File: src/rtl/ntwrk_topk_reduce_pkg.sv
// Shared types for the top-K network-size reducer: reduction mode and FSM states.
package aoc_types_pkg;

  typedef enum logic {
    MODE_PROD = 1'b0,
    MODE_SUM  = 1'b1
  } ntwrk_mode_e;

  typedef enum logic [1:0] {
    COLLECT = 2'd0,
    REDUCE  = 2'd1,
    OUT     = 2'd2
  } ntwrk_red_state_e;

endpackage

File: src/rtl/ntwrk_topk_reduce_topk_ins.sv
// Sorted (descending) bank of the TOP_K largest sizes seen so far.
// A new size is inserted in one cycle: it lands above the first entry it
// strictly exceeds, everything below shifts down and the smallest falls off.
// Equal values therefore settle below the entries already present.
module topk_ins #(
  parameter int SZ_W  = 10,
  parameter int TOP_K = 3
) (
  input  logic            clk,
  input  logic            rst_n,
  input  logic            clr,
  input  logic            ins,
  input  logic [SZ_W-1:0] sz_in,
  output logic [SZ_W-1:0] bank [TOP_K]
);

  logic [TOP_K-1:0] gt;
  logic [SZ_W-1:0]  nxt [TOP_K];

  // Per-slot next value: keep, take the new size, or take the slot above.
  for (genvar g = 0; g < TOP_K; g++) begin : g_slot
    assign gt[g] = (sz_in > bank[g]);
    if (g == 0) begin : g_top
      assign nxt[g] = gt[g] ? sz_in : bank[g];
    end else begin : g_rest
      assign nxt[g] = !gt[g] ? bank[g] : (gt[g-1] ? bank[g-1] : sz_in);
    end
  end

  // Bank register: cleared by reset or end-of-answer, loaded on insert.
  always_ff @(posedge clk) begin
    if (!rst_n || clr) begin
      for (int i = 0; i < TOP_K; i++) bank[i] <= '0;
    end else if (ins) begin
      for (int i = 0; i < TOP_K; i++) bank[i] <= nxt[i];
    end
  end

endmodule

File: src/rtl/ntwrk_topk_reduce.sv
// Keeps the TOP_K largest network sizes of a stream, then reduces them one
// entry per cycle into a product or sum and offers it on a valid/ready port.
// Optional build macro NTWRK_TOPK_REDUCE_SAT_EN: tracks overflow beyond
// ANS_W, saturates the answer to all ones and reports ovf. Without it the
// answer wraps modulo 2^ANS_W and ovf is constant 0.
module ntwrk_topk_reduce
  import aoc_types_pkg::*;
#(
  parameter int SZ_W  = 10,
  parameter int TOP_K = 3,
  parameter int ANS_W = SZ_W * TOP_K
) (
  input  logic             clk,
  input  logic             rst_n,
  input  logic [SZ_W-1:0]  sz_in,
  input  logic             sz_vld,
  input  logic             sz_last,
  output logic             sz_rdy,
  input  logic             mode,
  output logic [ANS_W-1:0] answer,
  output logic             answer_vld,
  input  logic             answer_rdy,
  output logic             ovf,
  output logic             busy
);

  localparam int CNT_W = $clog2(TOP_K + 1);

  ntwrk_red_state_e state;
  ntwrk_mode_e      mode_q;
  ntwrk_mode_e      eff_mode;
  logic [CNT_W-1:0] cnt;
  logic [CNT_W-1:0] cnt_inc;
  logic [CNT_W-1:0] idx;
  logic [ANS_W-1:0] acc;
  logic [ANS_W-1:0] answer_q;
  logic [ANS_W-1:0] step_val;
  logic [SZ_W-1:0]  cur;
  logic [SZ_W-1:0]  bank [TOP_K];
  logic             accept;
  logic             xfer;
  logic             step_last;

  assign sz_rdy     = (state == COLLECT);
  assign answer_vld = (state == OUT);
  assign busy       = (state != COLLECT);
  assign answer     = answer_q;

  assign accept    = sz_vld && sz_rdy;
  assign xfer      = answer_vld && answer_rdy;
  assign cnt_inc   = (cnt == CNT_W'(TOP_K)) ? cnt : cnt + 1'b1;
  assign eff_mode  = (cnt == '0) ? ntwrk_mode_e'(mode) : mode_q;
  assign step_last = (idx == cnt - 1'b1);

  topk_ins #(
    .SZ_W  (SZ_W),
    .TOP_K (TOP_K)
  ) u_ins (
    .clk   (clk),
    .rst_n (rst_n),
    .clr   (xfer),
    .ins   (accept),
    .sz_in (sz_in),
    .bank  (bank)
  );

  // Select the bank entry consumed by the current reduction step.
  always_comb begin
    cur = '0;
    for (int i = 0; i < TOP_K; i++) begin
      if (idx == CNT_W'(i)) cur = bank[i];
    end
  end

`ifdef NTWRK_TOPK_REDUCE_SAT_EN
  logic [2*ANS_W-1:0] step_wide;
  logic               step_ovf;
  logic               flag;
  logic               flag_nxt;

  // One reduction step at double width so overflow can be seen.
  always_comb begin
    if (mode_q == MODE_SUM) step_wide = (2*ANS_W)'(acc) + (2*ANS_W)'(cur);
    else                    step_wide = (2*ANS_W)'(acc) * (2*ANS_W)'(cur);
  end

  assign step_ovf = |step_wide[2*ANS_W-1:ANS_W];
  assign step_val = step_wide[ANS_W-1:0];
  assign flag_nxt = flag | step_ovf;
  assign ovf      = flag & answer_vld;

  // Sticky overflow flag for the stream being reduced.
  always_ff @(posedge clk) begin
    if (!rst_n || xfer)        flag <= 1'b0;
    else if (state == REDUCE)  flag <= flag_nxt;
  end
`else
  // One reduction step, wrapping at ANS_W bits.
  always_comb begin
    if (mode_q == MODE_SUM) step_val = acc + ANS_W'(cur);
    else                    step_val = acc * ANS_W'(cur);
  end

  assign ovf = 1'b0;
`endif

  // Control FSM, beat counter, accumulator and answer register.
  always_ff @(posedge clk) begin
    if (!rst_n) begin
      state    <= COLLECT;
      mode_q   <= MODE_PROD;
      cnt      <= '0;
      idx      <= '0;
      acc      <= '0;
      answer_q <= '0;
    end else begin
      case (state)
        COLLECT: begin
          if (accept) begin
            cnt    <= cnt_inc;
            mode_q <= eff_mode;
            if (sz_last) begin
              state <= REDUCE;
              idx   <= '0;
              acc   <= (eff_mode == MODE_SUM) ? '0 : ANS_W'(1);
            end
          end
        end
        REDUCE: begin
          acc <= step_val;
          idx <= idx + 1'b1;
          if (step_last) begin
            state <= OUT;
`ifdef NTWRK_TOPK_REDUCE_SAT_EN
            answer_q <= flag_nxt ? '1 : step_val;
`else
            answer_q <= step_val;
`endif
          end
        end
        OUT: begin
          if (answer_rdy) begin
            state <= COLLECT;
            cnt   <= '0;
            idx   <= '0;
            acc   <= '0;
          end
        end
        default: state <= COLLECT;
      endcase
    end
  end

endmodule

File: config.mk
export PLATFORM = sky130hd
export DESIGN_NAME = ntwrk_topk_reduce
export DESIGN_NICKNAME = d
export VERILOG_FILES = /design/src/rtl/ntwrk_topk_reduce_pkg.sv /design/src/rtl/ntwrk_topk_reduce_topk_ins.sv /design/src/rtl/ntwrk_topk_reduce.sv
export SDC_FILE = /design/constraint.sdc
export NUM_CORES = 1
export LEC_CHECK = 0
export BUFFER_PORTS_ARGS = -buffer_cell sky130_fd_sc_hd__buf_2
export CAP_MARGIN = 10
export CORE_AREA = 2 2 130 258
export CTS_BUF_LIST = sky130_fd_sc_hd__clkbuf_4 sky130_fd_sc_hd__clkbuf_8
export CTS_CLUSTER_DIAMETER = 40
export DETAILED_ROUTE_END_ITERATION = 6
export DIE_AREA = 0 0 132 260
export HOLD_SLACK_MARGIN = 0.05
export PLACE_DENSITY = 0.54
export SYNTH_ARGS = -nofsm -noshare
export SYNTH_HDL_FRONTEND = slang
export SYNTH_SLANG_ARGS = --single-unit
File: constraint.sdc
create_clock -name clk -period 7.9 [get_ports clk]
set_input_delay 0.79 -clock clk [delete_from_list [all_inputs] [get_ports clk]]
set_output_delay 0.79 -clock clk [all_outputs]
set_load 0.03 [all_outputs]
### Word-level counts from Yosys, hierarchy flattened

Index checks and enable logic that the tools add are counted.

| storage, ports and cells | value |
|---|---|
| register bits after elaboration | 97 |
| word-level logic and storage cells | 69 |
| bits of input ports | 16 |
| output and inout bits | 34 |

| cells by class | value |
|---|---|
| magnitude comparators | 3 |
| reduce and logical (&&, ||, !) cells | 18 |
| muxes and demuxes | 23 |
| add/subtract/negate cells | 4 |
| equal/unequal tests | 11 |
| $mul | 1 |

Operators by type and width:

| operator | number |
|---|---|
| 30-bit two-way mux | 4 |
| 30-bit case mux with 3 select lines | 1 |
| 10-bit two-way mux | 5 |
| 30-bit by 10-bit adder with 30-bit output | 1 |
| 10-bit greater-than comparator | 3 |
| 30-bit by 10-bit multiplier with 30-bit output | 1 |
| 2-bit two-way mux | 8 |
| 2-bit case mux with 3 select lines | 2 |
| 4-bit AND reduction | 3 |
| 2-bit AND reduction | 5 |
| 2-bit equality test, second input constant | 3 |
| 2-bit zero test | 3 |
| 2-bit inequality test, second input constant | 3 |
| 2-bit by 1-bit adder with 2-bit output, second input constant | 2 |
| 2-bit by 1-bit equality test with 1-bit output, second input constant | 2 |
| 2-bit by 1-bit inequality test with 1-bit output, second input constant | 2 |
| 2-bit case mux with 2 select lines | 1 |
| 2-bit nonzero test | 2 |
| 3-bit nonzero test | 1 |
| 2-bit equality test | 1 |
| 1-bit logical AND | 2 |
| 1-bit two-way mux | 2 |
| 2-bit by 1-bit subtractor with 2-bit output, second input constant | 1 |
| 1-bit zero test | 1 |
| 1-bit logical OR | 1 |

### Depth between registers and ports, before layout

Gate-level depths: netlist (run 1).

| logic depth | value |
|---|---|
| word-level depth | 7 |
| depth in mapped cells | 28 |
| mapped depth without buffers | 27 |

### By module

From an unflattened synthesis (run 1), not the netlist that was laid out.

| second synthesis, totals | value |
|---|---|
| cells, all modules | 1637 |
| area total of the unflattened synthesis | 13490.4 um^2 |

By module, submodules not included:

| module | cells an instance | area each (um^2) | instances | seq. area each (um^2) |
|---|---|---|---|---|
| ntwrk_topk_reduce | 1392 | 11439.7 | 1 | 1341.3 |
| topk_ins | 245 | 2050.7 | 1 | 600.6 |

### Worst setup path after synthesis (run 1)

OpenSTA, ideal clock, no wires.

| timing | value |
|---|---|
| path kind | register to register |
| start | reg idx[1] |
| end | reg answer_q[21], in the netlist answer[21] |
| data arrival time | 6.390 ns |
| stages on the path, launching flop included | 28 |
| data required time | 7.834 ns |
| period minus slack after synthesis | 6.457 ns |
| buffers on the path | 3 |
| setup slack | 1.443 ns |
| cells stage by stage | dfxtp_1 > inv_1 > ha_1 > buf_4 > nor2b_1 > a221oi_1 > a21oi_1 > clkbuf_1 > clkbuf_1 > nand2_1 > fa_1 > inv_1 > fa_1 > fa_1 > fa_1 > inv_1 > fa_1 > inv_1 > ha_1 > a2111oi_2 > o21ai_1 > a2bb2oi_2 > o21ai_1 > o41a_1 > a31oi_1 > xor2_1 > mux2_2 > a21oi_2 |

| on the way | value |
|---|---|
| word-level cells in the longest chain between the ends | 6 |
| elaborated cells on any way between the ends | 11 |
| those cells by class | add/sub (1); mul (1); eq/ne (3); mux (4); reduce/logical (2) |

RTL lines:

| what | line | text |
|---|---|---|
| from (decl) | ntwrk_topk_reduce.sv:34 | `logic [CNT_W-1:0] idx;` |
| from (signal assigned) | ntwrk_topk_reduce.sv:131 | `idx <= idx + 1'b1;` |
| 2-bit zero test | ntwrk_topk_reduce.sv:71 | `if (idx == CNT_W'(i)) cur = bank[i];` |
| 10-bit two-way mux (3 in series) | ntwrk_topk_reduce.sv:71 |  |
| 30-bit by 10-bit multiplier with 30-bit output / 30-bit by 10-bit adder with 30-bit output (equally long branches) | ntwrk_topk_reduce.sv:101, ntwrk_topk_reduce.sv:100 |  |
| 30-bit two-way mux | ntwrk_topk_reduce.sv:100 | `if (mode_q == MODE_SUM) step_val = acc + ANS_W'(cur);` |
| to (signal assigned) | ntwrk_topk_reduce.sv:137 | `answer_q <= step_val;` |
| to (decl) | ntwrk_topk_reduce.sv:36 | `logic [ANS_W-1:0] answer_q;` |

Several ways; a longest one is shown, not always the timed one.
A chain may end at the register's enable or synchronous reset.

### Worst setup path after layout (run 1)

| timing | value |
|---|---|
| start | reg idx[1] |
| end | reg acc[21] |

| on the way | value |
|---|---|
| word-level cells in the longest chain between the ends | 7 |
| elaborated cells on any way between the ends | 10 |
| those cells by class | add/sub (1); mul (1); eq/ne (2); mux (5); reduce/logical (1) |

RTL lines:

| what | line | text |
|---|---|---|
| 2-bit zero test | ntwrk_topk_reduce.sv:71 |  |
| 10-bit two-way mux (2 in series) | ntwrk_topk_reduce.sv:71 |  |
| 10-bit two-way mux (*) | ntwrk_topk_reduce.sv:71 |  |
| 30-bit by 10-bit multiplier with 30-bit output / 30-bit by 10-bit adder with 30-bit output (equally long branches) | ntwrk_topk_reduce.sv:101, ntwrk_topk_reduce.sv:100 |  |
| 30-bit two-way mux (*) | ntwrk_topk_reduce.sv:100 |  |
| 30-bit case mux with 3 select lines (*) | ntwrk_topk_reduce.sv:117 | `case (state)` |
| to (signal assigned) | ntwrk_topk_reduce.sv:125 | `acc <= (eff_mode == MODE_SUM) ? '0 : ANS_W'(1);` |
| to (signal assigned) | ntwrk_topk_reduce.sv:130 | `acc <= step_val;` |
| to (decl) | ntwrk_topk_reduce.sv:35 | `logic [ANS_W-1:0] acc;` |

Every way passes the cells marked *; elsewhere a longest branch is shown, timed or not.

==> results of run 1 <==
layout make-up:
cell class,count,share of cell area
inverter,238,0.0623
timing repair buffer,78,0.0342
multi-input combinational,1201,0.716
clock inverter,7,0.00654
tap,427,0.0373
sequential,97,0.135
clock buffer,9,0.00864
cell usage after synthesis, types with 32 or more instances:
library cell,instances
and2_1,130
o21ai_0,58
clkbuf_1,70
mux2i_1,32
nand2_1,192
a211oi_1,33
dfxtp_1,97
ha_1,93
a21oi_1,79
xnor2_1,45
nor2_1,124
fa_1,183
inv_1,237
layer usage:
metal,routed length (um),track usage,vias up
li1,-,-,5221
met1,13300,0.232,5590
met2,24900,0.527,255
met3,1060,0.0191,106
met4,2710,0.149,0
met5,0,0,-
where the power goes:
| part | total (uW) | switching (uW) | internal, uW |
|---|---|---|---|
| Sequential | 611 | 63.0 | 548 |
| Clock | 370 | 214 | 156 |
| Combinational | 793 | 533 | 259 |
| Total | 1770 | 811 | 963 |
stage by stage:
step           hold slack, ns  setup WS (ns)  utilization
4_1_cts                 0.474          0.501        0.445
3_5_place_dp            0.455          0.525        0.438
2_1_floorplan           0.468           1.44            -
6_report                0.475          0.516        0.445
3_3_place_gp            0.445          0.703        0.438
5_1_grt                 0.509         0.0383        0.445
state kept, by name, summed over array words and instances, names as in the netlist:
signal and count:
acc 30, answer 30, cnt 2, idx 2, mode_q 1, state 2
u_ins.bank 30
logic make-up (layout without fill, tap and decap cells):
kind of cell,Yosys count,in the layout,share of synthesized area
compound gates,277,277,0.139
simple gates,551,551,0.198
buf+inv,326,332,0.0929
flops,97,97,0.144
mux,33,33,0.0247
fa+ha+maj,276,276,0.359
xor+xnor,63,63,0.0421
other cells,1,1,0.000279
critical path, stage by stage (launching register included):
cell       delay [ns]
dfxtp_1          0.41
inv_1            0.09
ha_1             0.42
nor2b_1          0.23
a221oi_2         0.08
a21oi_2          0.72
ha_1             0.53
fa_1             0.51
fa_1             0.45
fa_1             0.51
fa_1             0.50
inv_1            0.05
fa_1             0.48
inv_1            0.04
ha_1             0.35
a2111oi_2        0.30
o21ai_1          0.17
a2bb2oi_2        0.23
o21ai_1          0.12
o41a_1           0.36
a31oi_1          0.24
xor2_1           0.10
mux2_2           0.29
o21ai_1          0.11
layout by cell type, fill, tap and decap left out, types with 32 or more instances in the layout:
cell type  count
a211oi_1      33
a21oi_1       77
and2_1       130
buf_2         48
dfxtp_1       96
fa_1         183
ha_1          93
inv_1        237
mux2i_1       32
nand2_1      192
nor2_1       124
o21ai_0       58
xnor2_1       45
final timing paths:
path / startpoint / to
worst max-delay path: idx[1]$_SDFFE_PN0P_ / acc[21]$_SDFFE_PN0P_
worst min-delay path: answer[1]$_SDFFE_PN0P_ / answer[1]$_SDFFE_PN0P_
worst max register to register: idx[1]$_SDFFE_PN0P_ / acc[21]$_SDFFE_PN0P_
worst min register to register: answer[1]$_SDFFE_PN0P_ / answer[1]$_SDFFE_PN0P_
==> flow_metrics.tcl, run 1 <==
set metrics [dict create \
    cts-root-buf "clkbuf_8" \
    via_per_inst 5.43 \
    dieArea_sq_um 34300 \
    cp-end-kind "flip-flop" \
    yosysSeqAreaShare 0.144 \
    io_buffers 48 \
    final_cell_area_sq_um 14300 \
    holdPathStages 2 \
    synth_area_leaders "fa_1, dfxtp_1, ha_1, inv_1, and2_1" \
    yosys_warnings 0 \
    grt_overflow 0 \
    holdBufCountCts 0 \
    dpl_cell_area_sq_um 14100 \
    cts-resized-gates 0 \
    status "finished clean" \
    dr.pass1.iters 5 \
    cp_max_fo 20 \
    syn2layout_area_growth_pct 6.72 \
    tns_ns 0 \
    rows 93 \
    routedWlPerCell_um 20.4 \
    final-setup-viol-count 0 \
    synth_cell_type_count 82 \
    tightest_slew_ns 1.11 \
    slew_headroom 0.255 \
    syn-num-nets 1916 \
    grt_max_degree 52 \
    hp-class "flip-flop to flip-flop" \
    grt_setup_unrepaired "false" \
    antenna_found_initial 0 \
    critPathLaunchType "flip-flop" \
    final_cell_count_no_fill 2057 \
    dieHeight_um 260 \
    ys_seq_elements 97 \
    place_inst 2041 \
    syn-cell-area_sq_um 13400 \
    dpl.hpwl_um 34500 \
    ioPinCount 50 \
    cts_buffer_depth 2 \
    layout.nets 1917 \
    arrival_ns 7.71 \
    routed_wl_um 42000 \
    post_cts_buffers 0 \
    multiInputGateArea_sq_um 10300 \
    skew_ns 0.0204 \
    postSynth.asyncResetShare 0 \
    insertion_delay_ns 0.41 \
    peakVddDrop_mv 0.159 \
    slew_viol_final 0 \
    ys.flop_type "dfxtp_1" \
    period_needed_ns 7.38 \
    drive_above_1_share 0.0791 \
    grt_usage 0.253 \
    n_fill_cell 3280 \
    grt_pass1_vias 11948 \
    cts.clk_slew.worst_paths_ns 0.12 \
    grt_pass1_wl_um 66300 \
    max_freq_ghz 0.135 \
    path_class "flip-flop to flip-flop" \
    syn_area_per_cell_sq_um 8.28 \
    leakagePower_uw 0.00667 \
    gp_congestion 0.909 \
    core_area_sq_um 32200 \
    cts_tree "done" \
    yosysTopAreaCell "fa_1" \
    power.density_nw_per_um2 124 \
    max_cap_violations 0 \
    detail-route-antenna-nets 0 \
    via_count 11172 \
    drc 0 \
    cts_buffers 9 \
    synth_edf_count 0 \
    rrSetupSlack_ns 0.52 \
    final_hold_viol_count 0 \
    seqCellArea_sq_um 1940 \
    period_share 0.935 \
    netlist_instances 1624 \
    synth_top_area_share 0.273 \
    reg2regPathDepth 23 \
    fp.dieW_um 132 \
    antennaDiodeCount 0 \
    drt_iter0_markers 484 \
    required_ns 8.23 \
    h-tree-depth 3 \
    start_util 0.417 \
    cts.sinks 97 \
    fin_total_pwr_uw 1770 \
]
Power figures use the tool's default switching activity.
==> run 2, diff against run 1 <==
--- a/config.mk
+++ b/config.mk
@@ -14,6 +14,7 @@
 export DIE_AREA = 0 0 132 260
 export HOLD_SLACK_MARGIN = 0.05
 export PLACE_DENSITY = 0.54
+export SLEW_MARGIN = 20
 export SYNTH_ARGS = -nofsm -noshare
 export SYNTH_HDL_FRONTEND = slang
 export SYNTH_SLANG_ARGS = --single-unit
==> constraint.sdc (replaced) <==
create_clock -name clk -period 7.9 [get_ports clk]
set_input_delay 0.79 -clock clk [delete_from_list [all_inputs] [get_ports clk]]
set_output_delay 0.79 -clock clk [all_outputs]
set_load 0.02 [all_outputs]
==> run 2 against run 1 <==
Register-to-register slack hardly changed. Design area is essentially flat. Sequential cell count stayed put. Wire length about the same.
==> flow_metrics.tcl, run 2 (synthesis results as in run 1) <==
set metrics [dict create \
    n_fill_cell 3281 \
    hold_ws_ns 0.473 \
    drive_above_1_share 0.0798 \
    clockPowerShare 0.210 \
    insertion_delay_ns 0.41 \
    drc 0 \
    pwr-share-seq 0.347 \
    antenna_found_initial 0 \
    routedWlPerCell_um 20.4 \
    max_freq_ghz 0.135 \
    required_ns 8.24 \
    switchingPower_uw 797 \
    grt_max_degree 52 \
    hp-class "flip-flop to flip-flop" \
    mostFrequentLayoutCells "inv_1, nand2_1, fa_1" \
    final_common_cell "inv_1" \
    seqCellArea_sq_um 1940 \
    slew_headroom 0.351 \
    via_count 11177 \
    skew_ns 0.0221 \
    rows 93 \
    ioPinCount 50 \
    grt_setup_unrepaired "false" \
    cp-end-kind "flip-flop" \
    drt_iter0_markers 507 \
    fp.dieW_um 132 \
    arrival_ns 7.72 \
    tightest_slew_ns 0.974 \
    grt_pass1_wl_um 66300 \
    detail-route-antenna-nets 0 \
    slew_viol_final 0 \
    syn2layout_area_growth_pct 6.74 \
    status "finished clean" \
    grt_usage 0.253 \
    antennaDiodeCount 0 \
    gp_congestion 0.909 \
    p_int_uw 963 \
    power.density_nw_per_um2 123 \
    period_needed_ns 7.38 \
    layout.nets 1917 \
    cts.clk_slew.worst_paths_ns 0.12 \
    post_cts_buffers 0 \
    routed_wl_um 42000 \
    h-tree-depth 3 \
    dieHeight_um 260 \
    cts-resized-gates 0 \
    leakagePower_uw 0.00667 \
    cts_buffer_depth 2 \
    critPathLaunchType "flip-flop" \
    grt_overflow 0 \
    multiInputGateArea_sq_um 10300 \
    final_hold_viol_count 0 \
    io_buffers 48 \
    via_per_inst 5.43 \
    cts-root-buf "clkbuf_8" \
    max_cap_violations 0 \
    grt_pass1_vias 11948 \
    dr.pass1.iters 5 \
    final-setup-viol-count 0 \
    period_share 0.934 \
    cp_max_fo 20 \
    cts.sinks 97 \
    holdBufCountCts 0 \
    path_class "flip-flop to flip-flop" \
    dpl.hpwl_um 34500 \
    cts_tree "done" \
    peakVddDrop_mv 0.158 \
    tns_ns 0 \
    core_area_sq_um 32200 \
    cts_buffers 9 \
    p_sw_frac 0.453 \
    start_util 0.417 \
    dieArea_sq_um 34300 \
    combPwrFrac 0.443 \
]
[run 2: cell counts in the layout (fill, tap and decap cells not counted)]
Identical to the previous run, type by type.
[run 2: metal layers]
metal / wire (um) / GRT usage
met1: 13300 / 0.232
met5: 0 / 0
met4: 2630 / 0.149
met2: 25000 / 0.527
met3: 1070 / 0.0191
[run 2: worst max-delay path: stages, from the launching register on]
cell       delay [ns]
dfxtp_1          0.42
ha_1             0.63
a21oi_1          0.17
a22oi_2          0.79
buf_4            0.31
and2_1           0.17
fa_1             0.45
fa_1             0.47
fa_1             0.43
fa_1             0.55
inv_1            0.06
fa_1             0.48
inv_1            0.04
ha_1             0.40
o21a_1           0.23
o21ai_0          0.36
a21boi_0         0.20
a2111oi_0        0.46
nor3_1           0.13
xnor2_1          0.29
mux2i_1          0.13
o21ai_1          0.14
[run 2: final timing paths]
path | startpoint | endpoint | slack (ns) | cells after the start
worst min-delay path | answer[1]$_SDFFE_PN0P_ | answer[1]$_SDFFE_PN0P_ | 0.47 | 2
worst max-delay path | idx[0]$_SDFFE_PN0P_ | acc[22]$_SDFFE_PN0P_ | 0.52 | 21
worst min register to register | answer[1]$_SDFFE_PN0P_ | answer[1]$_SDFFE_PN0P_ | 0.47 | 2
worst max register to register | idx[0]$_SDFFE_PN0P_ | acc[22]$_SDFFE_PN0P_ | 0.52 | 21
[run 2: final cells by class]
cell class | instances | share of cell area
Timing Repair Buffer | 78 | 0.0342
Sequential cell | 97 | 0.135
Inverter | 238 | 0.0623
Multi-Input combinational cell | 1201 | 0.716
Clock buffer | 9 | 0.00863
Clock inverter | 7 | 0.00654
Tap cell | 427 | 0.0372
[run 2: stage by stage]
step	power, uW	setup WS, ns	std cells	util	area (sq um)
after detailed placement	1410	0.525	2041	0.438	14100
after floorplan	1120	1.44	1624	-	13400
after global routing	1870	0.0383	2057	0.445	14300
after CTS	1780	0.501	2057	0.445	14300
final	1760	0.517	2057	0.445	14300
after global placement	1400	0.703	2041	0.438	14100
[run 2: power groups by stage]
| stage | clock [uW] | combinational, uW | sequential, uW |
|---|---|---|---|
| after floorplan | 0 | 518 | 606 |
| after global placement | 0 | 776 | 623 |
| after detailed placement | 0 | 786 | 624 |
| after CTS | 380 | 789 | 612 |
| after global routing | 389 | 864 | 619 |
| final | 369 | 780 | 611 |
==> run 3, diff against run 2 <==
--- a/config.mk
+++ b/config.mk
@@ -5,15 +5,15 @@
 export SDC_FILE = /design/constraint.sdc
 export NUM_CORES = 1
 export LEC_CHECK = 0
-export BUFFER_PORTS_ARGS = -buffer_cell sky130_fd_sc_hd__buf_2
 export CAP_MARGIN = 10
 export CORE_AREA = 2 2 130 258
 export CTS_BUF_LIST = sky130_fd_sc_hd__clkbuf_4 sky130_fd_sc_hd__clkbuf_8
 export CTS_CLUSTER_DIAMETER = 40
 export DETAILED_ROUTE_END_ITERATION = 6
 export DIE_AREA = 0 0 132 260
+export DONT_BUFFER_PORTS = 1
 export HOLD_SLACK_MARGIN = 0.05
-export PLACE_DENSITY = 0.54
+export PLACE_DENSITY = 0.53
 export SLEW_MARGIN = 20
 export SYNTH_ARGS = -nofsm -noshare
 export SYNTH_HDL_FRONTEND = slang
==> run 3 against run 2 <==
Design area is 1.4% lower. Global-route usage is 0.078 points lower. Highest routed layer unchanged. Register-to-register slack better by 0.22 ns.
==> flow_metrics.tcl, run 3 (synthesis results as in run 1) <==
set metrics [dict create \
    dieArea_sq_um 34300 \
    dpl.hpwl_um 33700 \
    cpPeakStageDelay_ns 0.65 \
    drt_iter0_markers 441 \
    grt_pass1_wl_um 65800 \
    tns_ns 0 \
    cts_buffers 9 \
    antennaDiodeCount 0 \
    grt_overflow 0 \
    leakagePower_uw 0.00646 \
    insertion_delay_ns 0.42 \
    via_per_inst 5.44 \
    crit_chain "ha_1, a21oi_1, a22oi_2, buf_4, ha_1, fa_1, fa_1, fa_1, fa_1, inv_1, fa_1, inv_1, ha_1, and2_1, o2111ai_1, a2bb2oi_2, o21ai_1, o41a_1, a31oi_1, xor2_1, mux2_2, a21oi_2" \
    peakVddDrop_mv 0.143 \
    core_area_sq_um 32200 \
    n_fill_cell 3312 \
    start_util 0.417 \
    cts-resized-gates 0 \
    drive_above_1_share 0.0548 \
    antenna_found_initial 0 \
    rows 93 \
    power.density_nw_per_um2 123 \
    fp.dieW_um 132 \
    grt_setup_unrepaired "false" \
    slew_headroom 0.329 \
    max_freq_ghz 0.140 \
    drc 0 \
    tightest_slew_ns 1.01 \
    ioPinCount 50 \
    cts_buffer_depth 2 \
    period_share 0.906 \
    via_count 10963 \
    place_inst 1998 \
    syn2layout_area_growth_pct 5.29 \
    crit_top_cell "fa_1" \
    grt_use_met2 0.534 \
    gp_congestion 0.903 \
    final-setup-viol-count 0 \
    arrival_ns 7.51 \
    slew_viol_final 0 \
    cp-end-kind "flip-flop" \
    required_ns 8.26 \
    cp_max_fo 24 \
    grt_max_degree 53 \
    path_class "flip-flop to flip-flop" \
    cts_tree "done" \
    final_common_cell "inv_1" \
    cts.clk_slew.worst_paths_ns 0.13 \
    final_cell_count_no_fill 2014 \
    io_buffers 0 \
    gr-usage-met1 0.228 \
    routedWlPerCell_um 21.0 \
    holdBufCountCts 0 \
    grt_use_met3 0.0242 \
    grt_pass1_vias 11736 \
    period_needed_ns 7.16 \
    cts-root-buf "clkbuf_8" \
    layout.nets 1874 \
    dr.pass1.iters 5 \
    status "finished clean" \
    hp-class "input pin to flip-flop" \
    post_cts_buffers 0 \
    h-tree-depth 3 \
    grt_usage 0.252 \
    skew_ns 0.0309 \
    cts.sinks 97 \
    detail-route-antenna-nets 0 \
    critPathLaunchType "flip-flop" \
    top_usage_layer "met2" \
    max_cap_violations 0 \
    routed_wl_um 42200 \
    dieHeight_um 260 \
    mostFrequentLayoutCells "inv_1, nand2_1, fa_1" \
    critPathSlowestCell "ha_1" \
    final_hold_viol_count 0 \
]
## run 3: changes by cell type in the layout (fill, tap and decap cells not counted), sizes merged
cell and change:
buf -43, bufinv -1, clkinv +1
## run 3: cell type report
| type | count | area [sq um] | share of cell area |
|---|---|---|---|
| tap | 427 | 534 | 0.0378 |
| timing repair buffer | 35 | 288 | 0.0203 |
| sequential | 97 | 1940 | 0.137 |
| multi-input combinational | 1201 | 10300 | 0.726 |
| inverter | 238 | 893 | 0.0631 |
| clock buffer | 9 | 124 | 0.00875 |
| clock inverter | 7 | 101 | 0.00716 |
## run 3: worst paths after layout
| check | startpoint | slack, ns | to | cells after the start |
|---|---|---|---|---|
| min | rst_n | 0.49 | answer[12]$_SDFFE_PN0P_ | 1 |
| min reg2reg | u_ins.bank[7]$_SDFFE_PP0P_ | 0.51 | u_ins.bank[7]$_SDFFE_PP0P_ | 2 |
| max | idx[0]$_SDFFE_PN0P_ | 0.74 | answer[21]$_SDFFE_PN0P_ | 22 |
| max reg2reg | idx[0]$_SDFFE_PN0P_ | 0.74 | answer[21]$_SDFFE_PN0P_ | 22 |
## run 3: power by group
group	switching (uW)	internal (uW)
Combinational	515	246
Sequential	62.4	548
Clock	230	133
Total	808	927
## run 3: per-layer routing
metal,routed length [um],vias to the layer above,share of wire
li1,-,5124,-
met5,0,-,0
met2,25300,206,0.60
met1,13500,5525,0.32
met3,996,108,0.024
met4,2380,0,0.056
## run 3: metrics by stage
stage | cell area (sq um) | total power (uW) | hold slack (ns) | utilization | setup slack [ns]
global route | 14100 | 1850 | 0.473 | 0.439 | 0.370
detailed placement | 13900 | 1390 | 0.493 | 0.432 | 0.784
global placement | 13900 | 1380 | 0.487 | 0.432 | 0.821
CTS | 14100 | 1750 | 0.466 | 0.439 | 0.730
finish | 14100 | 1740 | 0.488 | 0.439 | 0.741
floorplan | 13400 | 1120 | 0.468 | - | 1.44
## run 3: worst max-delay path, delay by kind of cell (launching register included)
family / cells / cell delay (ns)
adders and majority gates: 8 / 3.94
xor gates and xnor gates: 1 / 0.09
DFF: 1 / 0.43
muxes: 1 / 0.31
and+or+nand+nor: 1 / 0.20
buffers and inverters: 3 / 0.45
AOI/OAI and AO/OA: 8 / 1.65
